**config.mk**
```make
export PLATFORM = sky130hd
export DESIGN_NAME = hex_digit_counter_flat
export DESIGN_NICKNAME = d
export VERILOG_FILES = /design/src/rtl/hex_counter_pkg.sv /design/src/rtl/hex_digit_counter_if.sv /design/src/rtl/btn_debounce.sv /design/src/rtl/hex_digit_counter.sv /design/src/flat_wrapper.sv
export SDC_FILE = /design/constraint.sdc
export NUM_CORES = 1
export LEC_CHECK = 0
export BUFFER_PORTS_ARGS = -buffer_cell sky130_fd_sc_hd__buf_2
export CORE_AREA = 2 2 74 76
export CTS_CLUSTER_DIAMETER = 50
export DETAILED_ROUTE_END_ITERATION = 8
export DIE_AREA = 0 0 76 78
export GPL_ROUTABILITY_DRIVEN = 1
export HOLD_SLACK_MARGIN = 0.08
export PLACE_DENSITY_LB_ADDON = 0.15
export SLEW_MARGIN = 10
export SYNTH_ARGS = -nofsm -noshare
export SYNTH_HDL_FRONTEND = slang
export SYNTH_HIERARCHICAL = 1
export SYNTH_SLANG_ARGS = --single-unit
```
**constraint.sdc**
```tcl
create_clock -name clk -period 4.95 [get_ports clk]
set_clock_uncertainty 0.2 [all_clocks]
set_input_delay 0.7425 -clock clk [delete_from_list [all_inputs] [get_ports clk]]
set_output_delay 0.7425 -clock clk [all_outputs]
set_load 0.02 [all_outputs]
```
**src/rtl/hex_counter_pkg.sv**
```systemverilog
// Shared types and helpers for the hex digit counter: debounce states,
// digit width and the digit update rule.
package hex_counter_pkg;

    localparam int DIGIT_W = 4;

    typedef enum logic [1:0] {
        IDLE         = 2'd0,
        PRESS_WAIT   = 2'd1,
        HELD         = 2'd2,
        RELEASE_WAIT = 2'd3
    } db_state_e;

    typedef struct packed {
        logic [DIGIT_W-1:0] digit;
        logic               wrap;
    } digit_upd_t;

    localparam logic [DIGIT_W-1:0] DIGIT_ZERO = {DIGIT_W{1'b0}};
    localparam logic [DIGIT_W-1:0] DIGIT_MAX  = {DIGIT_W{1'b1}};
    localparam logic [DIGIT_W-1:0] DIGIT_ONE  = DIGIT_W'(1);

    // Load wins over steps; simultaneous up and down cancel each other.
    function automatic digit_upd_t digit_step(
        input logic [DIGIT_W-1:0] cur,
        input logic               load,
        input logic [DIGIT_W-1:0] load_val,
        input logic               up,
        input logic               down
    );
        digit_upd_t res;
        res.digit = cur;
        res.wrap  = 1'b0;
        if (load) begin
            res.digit = load_val;
            res.wrap  = 1'b0;
        end else if (up && !down) begin
            res.digit = cur + DIGIT_ONE;
            res.wrap  = (cur == DIGIT_MAX);
        end else if (down && !up) begin
            res.digit = cur - DIGIT_ONE;
            res.wrap  = (cur == DIGIT_ZERO);
        end else begin
            res.digit = cur;
            res.wrap  = 1'b0;
        end
        return res;
    endfunction

endpackage

```
**src/rtl/hex_digit_counter_if.sv**
```systemverilog
// Button, load and display signals of the hex digit counter.
interface hex_digit_counter_if;
    import hex_counter_pkg::*;

    logic               btn_up;
    logic               btn_down;
    logic               load;
    logic [DIGIT_W-1:0] load_val;
    logic               x0;
    logic               x1;
    logic               x2;
    logic               x3;
    logic               wrap;

    modport master (
        output btn_up, btn_down, load, load_val,
        input  x0, x1, x2, x3, wrap
    );

    modport slave (
        input  btn_up, btn_down, load, load_val,
        output x0, x1, x2, x3, wrap
    );

endinterface

```
**src/rtl/btn_debounce.sv**
```systemverilog
// Two-flop synchronizer plus debounce FSM for one raw push-button; emits a
// single-cycle step when a press has been stable long enough.
module btn_debounce
    import hex_counter_pkg::*;
#(
    parameter int DB_CYCLES = 250000
) (
    input  logic clk,
    input  logic rst_n,
    input  logic btn,
    output logic step
);

    localparam int              CNT_W    = $clog2(DB_CYCLES) + 1;
    localparam logic [CNT_W-1:0] CNT_ZERO = {CNT_W{1'b0}};
    localparam logic [CNT_W-1:0] CNT_ONE  = CNT_W'(1);
    localparam logic [CNT_W-1:0] CNT_MAX  = {CNT_W{1'b1}};
    localparam logic [CNT_W-1:0] CNT_LAST = CNT_W'(DB_CYCLES - 1);

    localparam logic [1:0] ST_IDLE = IDLE;
    localparam logic [1:0] ST_PW   = PRESS_WAIT;
    localparam logic [1:0] ST_HELD = HELD;
    localparam logic [1:0] ST_RW   = RELEASE_WAIT;

    logic [1:0]       sync_r;
    logic             sync_s;
    logic [1:0]       state_r;
    logic [1:0]       state_s;
    logic [CNT_W-1:0] cnt_r;
    logic [CNT_W-1:0] cnt_s;
    logic [CNT_W-1:0] cnt_inc_s;
    logic             step_s;

    // Bring the raw button into the clk domain
    always_ff @(posedge clk or negedge rst_n) begin
        if (!rst_n) begin
            sync_r <= 2'b00;
        end else begin
            sync_r <= {sync_r[0], btn};
        end
    end

    assign sync_s    = sync_r[1];
    assign cnt_inc_s = (cnt_r == CNT_MAX) ? cnt_r : (cnt_r + CNT_ONE);

    // Debounce next-state and step decode
    always_comb begin
        state_s = state_r;
        cnt_s   = cnt_r;
        step_s  = 1'b0;
        case (state_r)
            ST_IDLE: begin
                if (sync_s) begin
                    state_s = ST_PW;
                    cnt_s   = CNT_ZERO;
                end else begin
                    state_s = ST_IDLE;
                end
            end
            ST_PW: begin
                if (!sync_s) begin
                    state_s = ST_IDLE;
                end else if (cnt_r == CNT_LAST) begin
                    state_s = ST_HELD;
                    step_s  = 1'b1;
                end else begin
                    cnt_s = cnt_inc_s;
                end
            end
            ST_HELD: begin
                if (!sync_s) begin
                    state_s = ST_RW;
                    cnt_s   = CNT_ZERO;
                end else begin
                    state_s = ST_HELD;
                end
            end
            ST_RW: begin
                if (sync_s) begin
                    state_s = ST_HELD;
                end else if (cnt_r == CNT_LAST) begin
                    state_s = ST_IDLE;
                end else begin
                    cnt_s = cnt_inc_s;
                end
            end
            default: begin
                state_s = ST_IDLE;
                cnt_s   = CNT_ZERO;
            end
        endcase
    end

    // Debounce state and counter registers
    always_ff @(posedge clk or negedge rst_n) begin
        if (!rst_n) begin
            state_r <= ST_IDLE;
            cnt_r   <= CNT_ZERO;
        end else begin
            state_r <= state_s;
            cnt_r   <= cnt_s;
        end
    end

    assign step = step_s;

endmodule

```
**src/rtl/hex_digit_counter.sv**
```systemverilog
// Single hex digit driven by debounced up/down buttons and a load strobe;
// x3..x0 feed a 7-segment decoder, wrap flags a 15<->0 roll-over.
module hex_digit_counter
    import hex_counter_pkg::*;
#(
    parameter int DB_CYCLES = 250000
) (
    input  logic                clk,
    input  logic                rst_n,
    hex_digit_counter_if.slave  bus
);

    logic [1:0]         rst_sync_r;
    logic               rst_sync_n_s;
    logic               step_up_s;
    logic               step_down_s;
    logic [DIGIT_W-1:0] digit_r;
    logic               wrap_r;
    digit_upd_t         upd_s;

    // Assert reset at once, release it only on a clk edge
    always_ff @(posedge clk or negedge rst_n) begin
        if (!rst_n) begin
            rst_sync_r <= 2'b00;
        end else begin
            rst_sync_r <= {rst_sync_r[0], 1'b1};
        end
    end

    assign rst_sync_n_s = rst_sync_r[1];

    btn_debounce #(.DB_CYCLES(DB_CYCLES)) u_db_up (
        .clk   (clk),
        .rst_n (rst_sync_n_s),
        .btn   (bus.btn_up),
        .step  (step_up_s)
    );

    btn_debounce #(.DB_CYCLES(DB_CYCLES)) u_db_down (
        .clk   (clk),
        .rst_n (rst_sync_n_s),
        .btn   (bus.btn_down),
        .step  (step_down_s)
    );

    assign upd_s = digit_step(digit_r, bus.load, bus.load_val, step_up_s, step_down_s);

    // Digit and wrap registers
    always_ff @(posedge clk or negedge rst_sync_n_s) begin
        if (!rst_sync_n_s) begin
            digit_r <= DIGIT_ZERO;
            wrap_r  <= 1'b0;
        end else begin
            digit_r <= upd_s.digit;
            wrap_r  <= upd_s.wrap;
        end
    end

    assign bus.x0   = digit_r[0];
    assign bus.x1   = digit_r[1];
    assign bus.x2   = digit_r[2];
    assign bus.x3   = digit_r[3];
    assign bus.wrap = wrap_r;

endmodule

```
**src/flat_wrapper.sv**
```systemverilog
// flat-port wrapper written by rule: the top's interface ports become plain ports
module hex_digit_counter_flat import hex_counter_pkg::*;
#(
    parameter int DB_CYCLES = 250000
)
  (clk, rst_n, bus_btn_up, bus_btn_down, bus_load, bus_load_val, bus_x0, bus_x1, bus_x2, bus_x3, bus_wrap);
  hex_digit_counter_if bus_i ();
  input  logic clk;
  input  logic rst_n;
  input wire logic [$bits(bus_i.btn_up)-1:0] bus_btn_up;
  input wire logic [$bits(bus_i.btn_down)-1:0] bus_btn_down;
  input wire logic [$bits(bus_i.load)-1:0] bus_load;
  input wire logic [$bits(bus_i.load_val)-1:0] bus_load_val;
  output wire logic [$bits(bus_i.x0)-1:0] bus_x0;
  output wire logic [$bits(bus_i.x1)-1:0] bus_x1;
  output wire logic [$bits(bus_i.x2)-1:0] bus_x2;
  output wire logic [$bits(bus_i.x3)-1:0] bus_x3;
  output wire logic [$bits(bus_i.wrap)-1:0] bus_wrap;
  assign bus_i.btn_up = bus_btn_up;
  assign bus_i.btn_down = bus_btn_down;
  assign bus_i.load = bus_load;
  assign bus_i.load_val = bus_load_val;
  assign bus_x0 = bus_i.x0;
  assign bus_x1 = bus_i.x1;
  assign bus_x2 = bus_i.x2;
  assign bus_x3 = bus_i.x3;
  assign bus_wrap = bus_i.wrap;
  hex_digit_counter #(.DB_CYCLES(DB_CYCLES)) u_core (.clk(clk), .rst_n(rst_n), .bus(bus_i));
endmodule
```
# Word level (Yosys, flattened, before mapping)
# Cells that the tools add are included.
totals:
  register_bits: 53
  inputBits: 9
  output_inout_bits: 5
  word_cells: 85
classes:
  addsub: 4
  n_eq_ne: 23
  n_mux: 37
  reduce_logical: 12
op_table:
  columns: ["op", "count"]
  rows:
  - ["$mux W19", 12]
  - ["$pmux W19 S4", 2]
  - ["$add A19 B1 Y19 const B", 2]
  - ["$eq A19 B18 Y1 const B", 2]
  - ["$eq A19 B19 Y1 const B", 2]
  - ["$mux W2", 8]
  - ["$ne A2 B2 Y1 const B", 8]
  - ["$pmux W2 S4", 2]
  - ["$mux W5", 3]
  - ["$ne A3 B3 Y1 const B", 4]
  - ["$mux W1", 10]
  - ["$eq A2 B2 Y1 const B", 4]
  - ["$reduce_and A4 Y1", 2]
  - ["$add A4 B1 Y4 const B", 1]
  - ["$eq A2 B1 Y1 const B", 2]
  - ["$eq A4 B4 Y1 const B", 1]
  - ["$logic_not A2 Y1", 2]
  - ["$logic_not A4 Y1", 1]
  - ["$reduce_and A2 Y1", 2]
  - ["$sub A4 B1 Y4 const B", 1]
  - ["$reduce_bool A3 Y1", 1]
  - ["$logic_and A1 B1 Y1", 2]
  - ["$logic_not A1 Y1", 2]

# Depth between registers and ports, before layout
logic_depth:
  depth_word: 9
  ltp_mapped: 9
  mapped_depth_nobuf: 7

# By module
# Netlist, hierarchy kept.
by_module_without_submodules:
  columns: ["mod", "instances", "cells_each", "area_each_um2", "seq_area_each_um2"]
  rows:
  - ["btn_debounce at u_core.u_db_up", 1, 158, 1443.9, 575.6]
  - ["btn_debounce at u_core.u_db_down", 1, 155, 1432.6, 575.6]
  - ["hex_digit_counter", 1, 44, 467.9, 175.2]

# Least setup slack after synthesis
# Ideal clock, no wire load.
synth_path:
  path_type: "register to register"
  start: "reg u_core.u_db_up.cnt_r[5]"
  end: "reg u_core.digit_r[3]"
  arrival_ns: 2.574
  required_time_ns: 4.658
  setup_slack_ns: 2.084
  path_stages_with_launch: 10
  period_less_slack_ns: 2.866
  cell_sequence: "dfrtp_1 > buf_4 > or4b_2 > nor3_1 > nand4_1 > nor4bb_1 > buf_6 > nor4b_1 > mux4_2 > o31ai_2"
synth_between:
  elab_chain_cells: 7
  word_cells_on_any_way: 10
  cone_classes: "1 x eq/ne; 5 x mux; 4 x reduce/logical"
synth_lines:
  columns: ["element", "line_no", "rtl"]
  rows:
  - ["start, declared", "btn_debounce.sv:29", "logic [CNT_W-1:0] cnt_r;"]
  - ["start signal, assigned", "btn_debounce.sv:101", "cnt_r <= cnt_s;"]
  - ["$eq A19 B18 Y1 (*)", "btn_debounce.sv:63", "end else if (cnt_r == CNT_LAST) begin"]
  - ["$mux W1 (*)", "btn_debounce.sv:63", null]
  - ["$mux W1 (*)", "btn_debounce.sv:61", "if (!sync_s) begin"]
  - ["$mux W1 (*)", "btn_debounce.sv:51", "case (state_r)"]
  - ["net u_core.step_up_s", "hex_digit_counter.sv:15", "logic step_up_s;"]
  - ["$logic_and A1 B1 Y1 or $logic_not A1 Y1 (tied branches)", "hex_counter_pkg.sv:37, hex_counter_pkg.sv:40", null]
  - ["$mux W5 or $logic_and A1 B1 Y1 (tied branches)", "hex_counter_pkg.sv:37, hex_counter_pkg.sv:40", null]
  - ["$mux W5 or $reduce_bool A3 Y1 (tied branches)", null, null]
  - ["end signal, assigned", "hex_digit_counter.sv:54", "digit_r <= upd_s.digit;"]
  - ["end, declared", "hex_digit_counter.sv:17", "logic [DIGIT_W-1:0] digit_r;"]
# Mark *: on every way through the listed nets, which the timed path passes. The rest lies on a longest branch.
# A chain may end at the register's enable or synchronous reset.

# Worst setup path in the final report
# Same ends and word-level chain as after synthesis.

==> impl_results.md <==
- Post-DP HPWL: 4.88 mm
- Syn Inst Count: roughly 360
- Placer Congestion: around 0.91
- Setup crit end kind: flop
- CTS root buffer: clkbuf_8
- Drt drc: 0
- Initial Util: ~66%
- Max Cap Violations: 0
- Final Hold Viols: 0
- Avg Inst Size Synth: ~9.4 um^2
- Final WL: 7.26 mm
- YS warnings: 6
- GRT Resource Usage Total: roughly a quarter
- Seq. cell area: ~0.0013 mm^2
- Grt ovf: 0
- Via Count: 2854
- CP max FO: 9
- Ys async rst share: 100%
- RSZ-0062 raised after global routing: no
- Fraction of layout cells with a size suffix above 1: between 10% and 20%
- Multi-input logic area: 0.00183 mm^2
- Critical path arrival: about 3.4 ns
- Status: finished, final reports clean
- Critical R2R Launch: u_core/u_db_up/cnt_r[5]$_DFFE_PN0P_
- P per Cell Area: approximately 250 mW/mm^2
- Die Y-Extent: 78 um
- Hold Crit Class: flop to flop
- First-pass GRT wire length: roughly 12 mm
- Num rows: 26
- FF+latch count, synth: 53
- Worst Path Class, Setup: flop to flop
- Worst slew pin tran: roughly 1.1 ns
- IO Port Bufs: 13
- R2R Path End: u_core/digit_r[3]$_DFFE_PN0P_
- Slowest stage cell, crit path: nor4bb_2
- EDFF count, synth: 0
- Placed Area: around 0.0034 mm^2
- Core ar.: a little over 0.005 mm^2
- Vias in the first global route: around 2.6k
- ANT cells: 0
- DR vias/cell: roughly 6.7
- H-Tree Level Count: 2
- Post-synth cell types: about 70
- Filler Cells Inserted: between 300 and 400
- Crit path to: u_core/digit_r[3]$_DFFE_PN0P_
- R2r worst-path depth: 7
- Worst Setup SP: u_core/u_db_up/cnt_r[5]$_DFFE_PN0P_
- Commonest cells after routing, fill and taps aside: 52 x dfrtp_1, 37 x nand2_1, 25 x nand3_1
- Final critical-path required period: around 3.4 ns
- Setup TNS Final: 0 ns
- Design area: roughly 0.0035 mm^2
- Worst skew pair latency: roughly 0.31 ns
- Slowest stage delay, CP: roughly 0.75 ns
- Startpoint type of the worst setup path: flop
- Count of boundary I/O pins: 14
- VDD IR-drop max: between 0.15 and 0.2 mV
- CTS clk-pin slew, worst paths: 0.09 ns
- Max Root-Sink Buffers: 2
- Fmax: between 200 and 300 MHz
- Clock Sinks: 53
- Synth Cell Area: approximately 0.0033 mm^2
- Mean routed wirelength per cell: approximately 17 um
- CP required: 4.97 ns
- Syn nets: 371
- Crit-path cells: or4b_2 -> nor3_1 -> nand4_1 -> nor4bb_2 -> nor4b_1 -> mux4_2 -> o31ai_2
- Slew Limit Fails: 0
- Final core utilization: between 60% and 70%
- Initial antenna violation count: 0
- TritonRoute pass-1 iters: 5
- Number of nets in the layout: around 370
- Post-CTS Setup Bufs: 0
- Die width: about 76 um
- Die ar.: roughly 0.006 mm^2
- Ys flop type: dfrtp_1
- DRT antenna net count: 0
- Largest net degree at the start of global routing: 52
- Sequential area share after synthesis: approximately two fifths
- Area Overhead vs Synth: 4.83%
- 1st-iter DRT viols: approximately 360
- Final worst path period share: a little under 70%
- TritonCTS buffer count: 5
- CTS tree: done
- P_leak: ~1.5 nW
- Setup Viol. Count Final: 0
- Most common cell after layout, fill and taps aside: dfrtp_1
- R2R Setup Slk: between 1.5 and 2 ns
- Slew HR: a little over a quarter
-- layout make-up --
class,count,share of cell area [%]
Clock inverter,3,1.96
Clock buffer,5,1.96
Sequential cell,53,37.9
Timing Repair Buffer,16,2.57
Multi-Input combinational cell,271,52.3
Inverter,8,0.857
Tap cell,70,2.50
-- Yosys cell counts (7+ instances only) --
master / instances / area share [%]
dfrtp_1: 53 / 40
nand2_1: 37 / 4.2
nand3_1: 25 / 3.7
a21oi_1: 22 / 3.3
nor2_1: 17 / 1.9
nand4_1: 12 / 2.2
nor3_1: 12 / 1.8
and3_1: 9 / 1.7
and4_1: 9 / 2.4
nor4b_1: 8 / 2.1
o211ai_1: 8 / 1.8
a211o_1: 7 / 1.8
clkbuf_1: 7 / 0.79
-- through the flow --
step / worst slack, ns / cells / power (W) / hold slack [ns]
CTS: 1.24 / 426 / 0.000891 / 0.154
global route: 1.38 / 426 / 0.000923 / 0.165
floorplan: 2.08 / 357 / 0.000517 / 0.131
global placement: 1.40 / 417 / 0.000536 / 0.132
detailed placement: 1.26 / 417 / 0.000538 / 0.136
finish: 1.55 / 426 / 0.000884 / 0.154
-- power breakdown --
part	switching [W]	internal, W	total, W
Clock	0.000149	0.000204	0.000353
Combinational	0.0000361	0.0000252	0.0000613
Sequential	0.0000247	0.000445	0.000470
Total	0.000210	0.000674	0.000884
-- critical path, delay by kind of cell, from the launching register on --
kind	cells	cell delay [ns]
flops	1	0.48
compound gates	1	0.21
mux	1	0.50
simple gates	5	1.93
-- per-layer routing --
layer  GRT usage [%]  wire length (um)  vias to the layer above
met5               0                 0                        -
met4            7.09                63                        0
met3            4.53               401                       10
met2            39.6              3350                      103
met1            37.7              3450                     1372
li1                -                 -                     1369
-- state kept, by name (all words and copies together) (netlist names), named ones only --
signal                    cells
u_core/bus.wrap               1
u_core/u_db_down/sync_r       2
u_core/u_db_up/cnt_r         19
u_core/u_db_up/sync_r         2
u_core/digit_r                4
u_core/u_db_up/state_r        1
u_core/rst_sync_r             2
u_core/u_db_down/state_r      1
u_core/u_db_down/cnt_r       19
-- what timing repair did --
action | in CTS | in global routing
endpoints found under the hold margin | 2 | 0
setup endpoints to repair | 0 | 0
hold buffers | 1 | 0
resized for setup | 0 | 0
-- worst min path at each step --
stage	from	end	slack (ns)	depth (start not counted)
final	u_core/u_db_up/sync_r[0]$_DFF_PN0_	u_core/u_db_up/sync_r[1]$_DFF_PN0_	0.15	0
after global routing	u_core/u_db_up/sync_r[0]$_DFF_PN0_	u_core/u_db_up/sync_r[1]$_DFF_PN0_	0.16	0
after CTS	u_core/u_db_up/sync_r[0]$_DFF_PN0_	u_core/u_db_up/sync_r[1]$_DFF_PN0_	0.15	0
after detailed placement	u_core/u_db_up/sync_r[0]$_DFF_PN0_	u_core/u_db_up/sync_r[1]$_DFF_PN0_	0.14	0
after global placement	u_core/u_db_down/sync_r[0]$_DFF_PN0_	u_core/u_db_down/sync_r[1]$_DFF_PN0_	0.13	0
after floorplan	u_core/rst_sync_r[0]$_DFF_PN0_	u_core/rst_sync_r[1]$_DFF_PN0_	0.13	0
-- cell families (layout without fill, tap and decap cells) --
group | after synthesis | after routing | synth area share [%]
AO/OA/AOI/OAI | 81 | 81 | 17.5
multiplexers | 6 | 6 | 2.28
adder cells (fa/ha/maj) | 5 | 5 | 1.87
buffers and inverters | 33 | 32 | 5.72
XOR/XNOR | 6 | 6 | 1.57
other | 1 | 1 | 0.112
flip-flops | 53 | 53 | 39.7
AND/OR/NAND/NOR | 172 | 172 | 31.3
Note: power is estimated with default switching activity, not from simulation.
